--- src/rtl/multicycle_main_control.sv ---
// rtl/multicycle_main_control.sv - multicycle MIPS main control FSM producing ALUOp class and datapath strobes
// Optional performance counters are enabled by defining CTRL_PERF_CNT_EN.
module multicycle_main_control #(
    parameter bit ILLEGAL_HALT = 1'b0
`ifdef CTRL_PERF_CNT_EN
    , parameter int COUNT_W = 32
`endif
) (
    input  logic       clk,
    input  logic       reset,
    input  logic [5:0] opcode,
    input  logic [5:0] funct,
    input  logic       zero,
    input  logic       mem_ready,
    output logic [3:0] ALUOp,
    output logic       mem_read,
    output logic       mem_write,
    output logic       ir_write,
    output logic       pc_write,
    output logic [1:0] pc_src,
    output logic       reg_write,
    output logic [1:0] reg_dst,
    output logic [1:0] mem_to_reg,
    output logic       alu_src,
    output logic [2:0] state_out,
`ifdef CTRL_PERF_CNT_EN
    output logic [COUNT_W-1:0] instr_retired,
    output logic [COUNT_W-1:0] stall_cycles,
`endif
    output logic       illegal_op
);

    typedef enum logic [2:0] {
        FETCH  = 3'd0,
        DECODE = 3'd1,
        EXEC   = 3'd2,
        MEM    = 3'd3,
        WB     = 3'd4,
        BRANCH = 3'd5,
        JUMP   = 3'd6,
        HALT   = 3'd7
    } state_t;

    state_t state, next_state;

    logic is_rtype, is_jr, is_addi, is_andi, is_ori, is_lui;
    logic is_lw, is_sw, is_beq, is_bne, is_j, is_jal;
    logic is_exec_class;
    logic [3:0] class_aluop;

    assign is_rtype = (opcode == 6'b000000);
    assign is_jr    = is_rtype && (funct == 6'b001000);
    assign is_addi  = (opcode == 6'b001000);
    assign is_andi  = (opcode == 6'b001100);
    assign is_ori   = (opcode == 6'b001101);
    assign is_lui   = (opcode == 6'b001111);
    assign is_lw    = (opcode == 6'b100011);
    assign is_sw    = (opcode == 6'b101011);
    assign is_beq   = (opcode == 6'b000100);
    assign is_bne   = (opcode == 6'b000101);
    assign is_j     = (opcode == 6'b000010);
    assign is_jal   = (opcode == 6'b000011);

    assign is_exec_class = (is_rtype && !is_jr) || is_addi || is_andi || is_ori
                         || is_lui || is_lw || is_sw;

    // Class code is a pure function of the opcode held in IR; gated by state below.
    always_comb begin
        class_aluop = 4'b0000;
        if (is_rtype)     class_aluop = 4'b0111;
        else if (is_addi) class_aluop = 4'b0100;
        else if (is_andi) class_aluop = 4'b0101;
        else if (is_ori)  class_aluop = 4'b0110;
        else if (is_lui)  class_aluop = 4'b0011;
        else if (is_beq)  class_aluop = 4'b1000;
        else if (is_bne)  class_aluop = 4'b1001;
        else if (is_lw)   class_aluop = 4'b1010;
        else if (is_sw)   class_aluop = 4'b1011;
    end

    always_ff @(posedge clk) begin
        if (reset) state <= FETCH;
        else       state <= next_state;
    end

    always_comb begin
        next_state = state;
        ALUOp      = 4'b0000;
        mem_read   = 1'b0;
        mem_write  = 1'b0;
        ir_write   = 1'b0;
        pc_write   = 1'b0;
        pc_src     = 2'b00;
        reg_write  = 1'b0;
        reg_dst    = 2'b00;
        mem_to_reg = 2'b00;
        alu_src    = 1'b0;
        illegal_op = 1'b0;

        case (state)
            FETCH: begin
                mem_read = 1'b1;
                if (mem_ready) begin
                    ir_write   = 1'b1;
                    pc_write   = 1'b1;
                    next_state = DECODE;
                end
            end
            DECODE: begin
                if (is_jr)              next_state = JUMP;
                else if (is_exec_class) next_state = EXEC;
                else if (is_beq || is_bne) next_state = BRANCH;
                else if (is_j || is_jal)   next_state = JUMP;
                else begin
                    illegal_op = 1'b1;
                    next_state = ILLEGAL_HALT ? HALT : FETCH;
                end
            end
            EXEC: begin
                ALUOp      = class_aluop;
                alu_src    = !is_rtype;
                next_state = (is_lw || is_sw) ? MEM : WB;
            end
            MEM: begin
                ALUOp     = class_aluop;
                alu_src   = 1'b1;
                mem_read  = is_lw;
                mem_write = is_sw;
                if (mem_ready) next_state = is_lw ? WB : FETCH;
            end
            WB: begin
                ALUOp      = class_aluop;
                reg_write  = 1'b1;
                reg_dst    = is_rtype ? 2'b01 : 2'b00;
                mem_to_reg = is_lw ? 2'b01 : 2'b00;
                next_state = FETCH;
            end
            BRANCH: begin
                ALUOp      = class_aluop;
                pc_src     = 2'b01;
                pc_write   = (is_beq && zero) || (is_bne && !zero);
                next_state = FETCH;
            end
            JUMP: begin
                pc_write = 1'b1;
                if (is_jr) begin
                    pc_src = 2'b11;
                end else begin
                    pc_src = 2'b10;
                    if (is_jal) begin
                        reg_write  = 1'b1;
                        reg_dst    = 2'b10;
                        mem_to_reg = 2'b10;
                    end
                end
                next_state = FETCH;
            end
            HALT: next_state = HALT;
            default: next_state = FETCH;
        endcase

        // Reset overrides the whole decode so no memory request leaks out of an aborted access.
        if (reset) begin
            ALUOp      = 4'b0000;
            mem_read   = 1'b0;
            mem_write  = 1'b0;
            ir_write   = 1'b0;
            pc_write   = 1'b0;
            pc_src     = 2'b00;
            reg_write  = 1'b0;
            reg_dst    = 2'b00;
            mem_to_reg = 2'b00;
            alu_src    = 1'b0;
            illegal_op = 1'b0;
        end
    end

    assign state_out = state;

`ifdef CTRL_PERF_CNT_EN
    logic retire;
    assign retire = (next_state == FETCH) &&
                    ((state == WB) || (state == BRANCH) || (state == JUMP) ||
                     ((state == MEM) && is_sw && mem_ready));

    always_ff @(posedge clk) begin
        if (reset) begin
            instr_retired <= '0;
            stall_cycles  <= '0;
        end else begin
            if (retire)
                instr_retired <= instr_retired + 1'b1;
            if (((state == FETCH) || (state == MEM)) && !mem_ready)
                stall_cycles <= stall_cycles + 1'b1;
        end
    end
`endif

endmodule

--- config.mk ---
export PLATFORM = sky130hd
export DESIGN_NAME = multicycle_main_control
export DESIGN_NICKNAME = d
export VERILOG_FILES = /design/src/rtl/multicycle_main_control.sv
export SDC_FILE = /design/constraint.sdc
export NUM_CORES = 1
export LEC_CHECK = 0
export CAP_MARGIN = 5
export CORE_AREA = 5 5 52 54
export CTS_CLUSTER_DIAMETER = 60
export DETAILED_ROUTE_END_ITERATION = 6
export DIE_AREA = 0 0 57 59
export GPL_TIMING_DRIVEN = 0
export PLACE_DENSITY = 0.79
export SKIP_LAST_GASP = 1
export SLEW_MARGIN = 20
export SYNTH_ARGS = -nofsm -noshare
export SYNTH_HDL_FRONTEND = slang
export SYNTH_SLANG_ARGS = --single-unit
--- constraint.sdc ---
create_clock -name clk -period 1.9 [get_ports clk]
set_input_delay 0.475 -clock clk [delete_from_list [all_inputs] [get_ports clk]]
set_output_delay 0.475 -clock clk [all_outputs]
set_load 0.03 [all_outputs]
; Word-level counts from Yosys, hierarchy flattened
; Cells that the tools add are included.
[classes]
n_eq_ne = 20
n_mux = 52
n_reduce_logical = 22
[ops]
columns = op, n
row1 = $mux W4, 11
row2 = $eq A6 B4 Y1 const B, 5
row3 = $mux W3, 8
row4 = $mux W1, 20
row5 = $pmux W3 S6, 1
row6 = $eq A3 B3 Y1 const B, 4
row7 = $eq A6 B2 Y1 const B, 2
row8 = $eq A6 B3 Y1 const B, 2
row9 = $eq A6 B6 Y1 const B, 2
row10 = $pmux W2 S2, 3
row11 = $logic_or A1 B1 Y1, 10
row12 = $mux W2, 5
row13 = $eq A3 B2 Y1 const B, 2
row14 = $logic_not A6 Y1, 1
row15 = $pmux W1 S2, 3
row16 = $logic_and A1 B1 Y1, 4
row17 = $ne A2 B2 Y1 const B, 2
row18 = $reduce_or A4 Y1, 1
row19 = $eq A3 B1 Y1 const B, 1
row20 = $logic_not A1 Y1, 3
row21 = $logic_not A3 Y1, 1
row22 = $pmux W1 S3, 1
row23 = $reduce_or A3 Y1, 1
row24 = $reduce_and A2 Y1, 1
[totals]
reg_bits = 3
in_bits = 16
output_inout_bits = 20
elab_cells = 95

; Depth between registers and ports, before layout
[depth]
depth_word = 14
depth_mapped = 5
mapped_depth_nobuf = 4

; Worst setup path after synthesis
; No wires, ideal clock.
[synth_timing]
kind = in2out
from = in opcode[2]
to = out alu_src
t_arrival_ns = 2.490
required_ns = 1.425
slack_ns = -1.065
path_stages = 4
n_path_buf = 1
cell_sequence = buf_2 nor2_1 and3_1 a2111oi_0
[synth_via]
elab_chain_cells = 4
[synth_lines]
columns = element, line_no
row1 = from (decl), 11  ; input logic [5:0] opcode,
row2 = $logic_not A6 Y1, 51  ; assign is_rtype = (opcode == 6'b000000);
row3 = $logic_not A1 Y1, 121  ; alu_src = !is_rtype;
row4 = $pmux W1 S2, 100  ; case (state)
row5 = $mux W1, 163  ; if (reset) begin
row6 = to (decl), 24  ; output logic alu_src,
; Every way passes these cells.

; Worst setup path in the final report
[layout_timing]
from = in funct[2]
to = out illegal_op
[layout_via]
elab_chain_cells = 14
[layout_lines]
columns = element, line_no
row1 = from (decl), 12  ; input logic [5:0] funct,
row2 = $eq A6 B4 Y1 (*), 52  ; assign is_jr = is_rtype && (funct == 6'b001000);
row3 = $logic_and A1 B1 Y1 (*), 52
row4 = $logic_not A1 Y1, 64  ; assign is_exec_class = (is_rtype && !is_jr) || is_addi || is_andi || is_ori
row5 = $logic_and A1 B1 Y1, 64
row6 = $logic_or A1 B1 Y1 (3 in series), 64
row7 = $logic_or A1 B1 Y1 (3 in series), 65  ; || is_lui || is_lw || is_sw;
row8 = $mux W1, 111  ; else if (is_exec_class) next_state = EXEC;
row9 = $mux W1 (*), 110  ; if (is_jr) next_state = JUMP;
row10 = $mux W1 (*), 100
row11 = $mux W1 (*), 163
row12 = to (decl), 30  ; output logic illegal_op
; Mark *: on every way between the ends. The rest lies on a longest branch, timed or not.

==> results <==
how the worst max path moves through the flow:
stage,slack (ps),to,depth (start not counted),start
2_1_floorplan,-190,illegal_op,4,funct[1]
3_3_place_gp,-1290,mem_read,7,opcode[1]
3_5_place_dp,-1280,pc_src[0],6,funct[1]
4_1_cts,-490,illegal_op,6,funct[2]
5_1_grt,-440,illegal_op,6,funct[2]
6_report,-430,illegal_op,6,funct[2]
layout by cell type (no fill, tap or decap), drive strengths merged, types with 5 or more instances in the layout:
cell type / count
inv: 5
nor3: 10
nand3: 6
clkbuf: 5
buf: 71
nor2: 12
a21oi: 9
clkdlybuf4s50: 5
nand2: 8
nand2b: 8
layout make-up:
cell class / instances / area (um^2)
multi-input cells: 96 / 953
plain buffers: 9 / 119
well taps: 28 / 35.0
inverters: 5 / 18.8
flip-flops and latches: 3 / 71.3
repair buffers: 70 / 694
clock buffers: 4 / 26.3
fillers: 97 / 251
worst min-delay path: cells and delay by family (launching register included):
family / cells / cell delay (ps)
AO/OA/AOI/OAI: 1 / 90
flip-flops: 1 / 390
AND/OR/NAND/NOR: 1 / 100
cell usage after synthesis:
master | n | area [um^2]
and3_1 | 4 | 25.0
nor3b_2 | 1 | 12.5
o22a_1 | 1 | 8.76
a21oi_1 | 8 | 40.0
or3_1 | 1 | 6.26
buf_4 | 3 | 22.5
inv_1 | 5 | 18.8
buf_2 | 4 | 20.0
nor4_1 | 4 | 25.0
a31o_2 | 1 | 8.76
a21oi_2 | 1 | 8.76
o41ai_4 | 1 | 27.5
nor3_2 | 1 | 10.0
dfxtp_1 | 3 | 60.1
nor3b_1 | 3 | 22.5
nand3_2 | 1 | 10.0
or4b_4 | 1 | 13.8
or2_2 | 2 | 12.5
o221a_2 | 1 | 11.3
or2_1 | 1 | 6.26
nand3b_1 | 1 | 7.51
nor2_1 | 12 | 45.0
mux2_2 | 1 | 11.3
a2111oi_0 | 1 | 8.76
xor2_1 | 1 | 8.76
nand2_1 | 8 | 30.0
nor2b_1 | 2 | 12.5
nand3_1 | 5 | 25.0
nand4_1 | 4 | 25.0
a211oi_1 | 1 | 7.51
o21ai_0 | 3 | 15.0
o22ai_1 | 2 | 12.5
clkbuf_1 | 3 | 11.3
xnor2_1 | 2 | 17.5
nor3_1 | 9 | 45.0
nand2b_1 | 8 | 50.1
a221oi_1 | 2 | 17.5
a21o_1 | 1 | 7.51
a32oi_1 | 1 | 8.76
per-layer routing:
metal  part of all wire [%]  routed length, um  global-route usage, %
met1                     36               1720                   28.9
met2                     49               2390                   42.4
met4                    5.0                242                   7.62
met3                     10                489                   3.05
met5                      0                  0                      0
cell families (layout without fill, tap and decap cells):
logic type	after synthesis	in the layout	synth area share (%)
AND/OR/NAND/NOR	68	68	52.1
buffers and inverters	15	88	9.85
AO/OA/AOI/OAI	24	24	24.8
XOR/XNOR	3	3	3.57
multiplexers	1	1	1.53
flip-flops	3	3	8.15
metrics by stage:
stage                     TNS (ps)  util, %
after CTS                    -1420     82.1
after global placement      -19090     61.9
after detailed placement    -19140     61.9
after global routing         -2550     88.4
after floorplan               -862        -
final                        -2030     88.4
power groups by stage:
stage / clock [mW] / combinational (mW) / sequential (mW)
4_1_cts: 0.116 / 0.425 / 0.0851
6_report: 0.128 / 0.495 / 0.0911
3_3_place_gp: 0 / 0.328 / 0.0837
2_1_floorplan: 0 / 0.213 / 0.0946
3_5_place_dp: 0 / 0.332 / 0.0838
5_1_grt: 0.134 / 0.514 / 0.0923
what timing repair did:
| item | in CTS | in global routing |
|---|---|---|
| pin swaps | 23 | 12 |
| buffers inserted | 29 | 6 |
| setup endpoints to repair | 17 | 18 |
| resized for setup | 201 | 29 |
| gates cloned | 1 | 0 |
==> flow_summary_export.csv <==
group,metric,value,unit
outcome,status,"finished with violations",
outcome,violations,"negative setup slack",
timing,rsz0062_at_grt,"yes",
detailed_routing,drt_first_pass_iters,4,
floorplan,die_x,57,um
clocking,cts_buffer_depth,2,
power,power.total,714,uW
critical_path,cp-start-kind,"input pin",
floorplan,initial_core_util,34.0,%
power,power_frac_seq,12.8,%
critical_path,end_kind,"primary output",
clocking,clk_pin_slew,50,ps
critical_path,path_cells,"buf_6, or4b_4, nor3_4, o21ai_1, nor3b_4, buf_6",
floorplan,die_h,59,um
grt,antenna_found_initial,0,
hold_path,hold_path_end,"state_out[0]",
detailed_routing,drcViolationCount,0,
power,switching_share,46.5,%
synthesis,syn_area,737,um^2
detailed_routing,drt_iter0_drc,95,
clocking,clk_latency,240,ps
grt,grt_max_degree,11,
synthesis,synth-seq-cells,3,
synthesis,avgSynthCellArea,6.46,um^2
placed_design,dp_slack,-1280,ps
run,drv_cap,0,
grt,track_usage,23.5,%
placed_design,hpwl,2.01,mm
detailed_routing,wl_per_cell,22.5,um
floorplan,coreArea,0.00217,mm^2
detailed_routing,vias_per_cell,6.14,
timing,worst_pin_slew,360,ps
critical_path,rr_worst_depth,4,
timing,period_share,122,%
critical_path,reg2reg_slack,390,ps
critical_path,slowest_delay,570,ps
clocking,tritoncts,"built",
synthesis,syn_nets,130,
power,leakage,0.782,nW
critical_path,crit_family,"simple AND/OR/NAND/NOR gates",
timing,skew,3.02,ps
critical_path,slowest_stage,"or4b_4",
critical_path,crit_arrival,1850,ps
placed_design,dp.cells,176,
synthesis,yosysWarnings,0,
floorplan,dieArea,0.00336,mm^2
clocking,cts_buffers,3,
hold_path,worst_hold_path_type,"flop to flop",
clocking,cts_sinks,3,
cells_and_area,stdcell_count,215,
clocking,cts_max_level,1,
critical_path,cp_max_fo,2,
power,comb_power_share,69.4,%
grt,grt_overflow_total,0,
floorplan,ios,36,
placed_design,portBuffers,34,
cells_and_area,syn_to_final_growth,160,%
power,intPower,382,uW
hold_path,min_from,"state_out[1]",
clocking,root_buffer,"clkbuf_4",
critical_path,r2r_start,"state_out[1]",
timing,finalHoldViolCount,0,
critical_path,crit_buf_inv,2,
synthesis,synth_cells,114,
power,p_sw,332,uW
cells_and_area,largest_reg_flops,3,
cells_and_area,drive_gt1_share,69.5,%
critical_path,reg2reg_to,"state_out[1]",
hold_path,min_path_cells,2,
floorplan,fp-row-count,17,
placed_design,placed_cell_area,0.00134,mm^2
timing,finalSetupViolCount,12,
synthesis,synth_cell_types,39,
cells_and_area,finalInstanceArea,0.00192,mm^2
critical_path,crit_path_frequent_cell,"buf_6",
timing,slew_headroom,76.0,%
critical_path,worstSetupPathType,"input pin to primary output",
critical_path,crit_required,1420,ps
detailed_routing,routed_wl,4.84,mm
detailed_routing,vias,1320,
synthesis,synth_seq_area_share,8.15,%
grt,grt_pass1_wl,6.31,mm
power,power_per_cell_area,372,mW/mm^2
detailed_routing,antenna_left,0,
power,max-vdd-ir-drop,0.374,mV
timing,fmax,430,MHz
power,clockPowerShare,17.9,%
clocking,holdBufCountCts,0,
cells_and_area,fin_nets,204,
placed_design,gp_congestion,0.903,
timing,fin_ws,-426,ps
grt,first_global_vias,1270,
timing,fin_crit,2330,ps
timing,slew_violations,0,
timing,holdWs,624,ps
cells_and_area,num_antenna_cells,0,
Note: power is estimated with default switching activity, not from simulation.
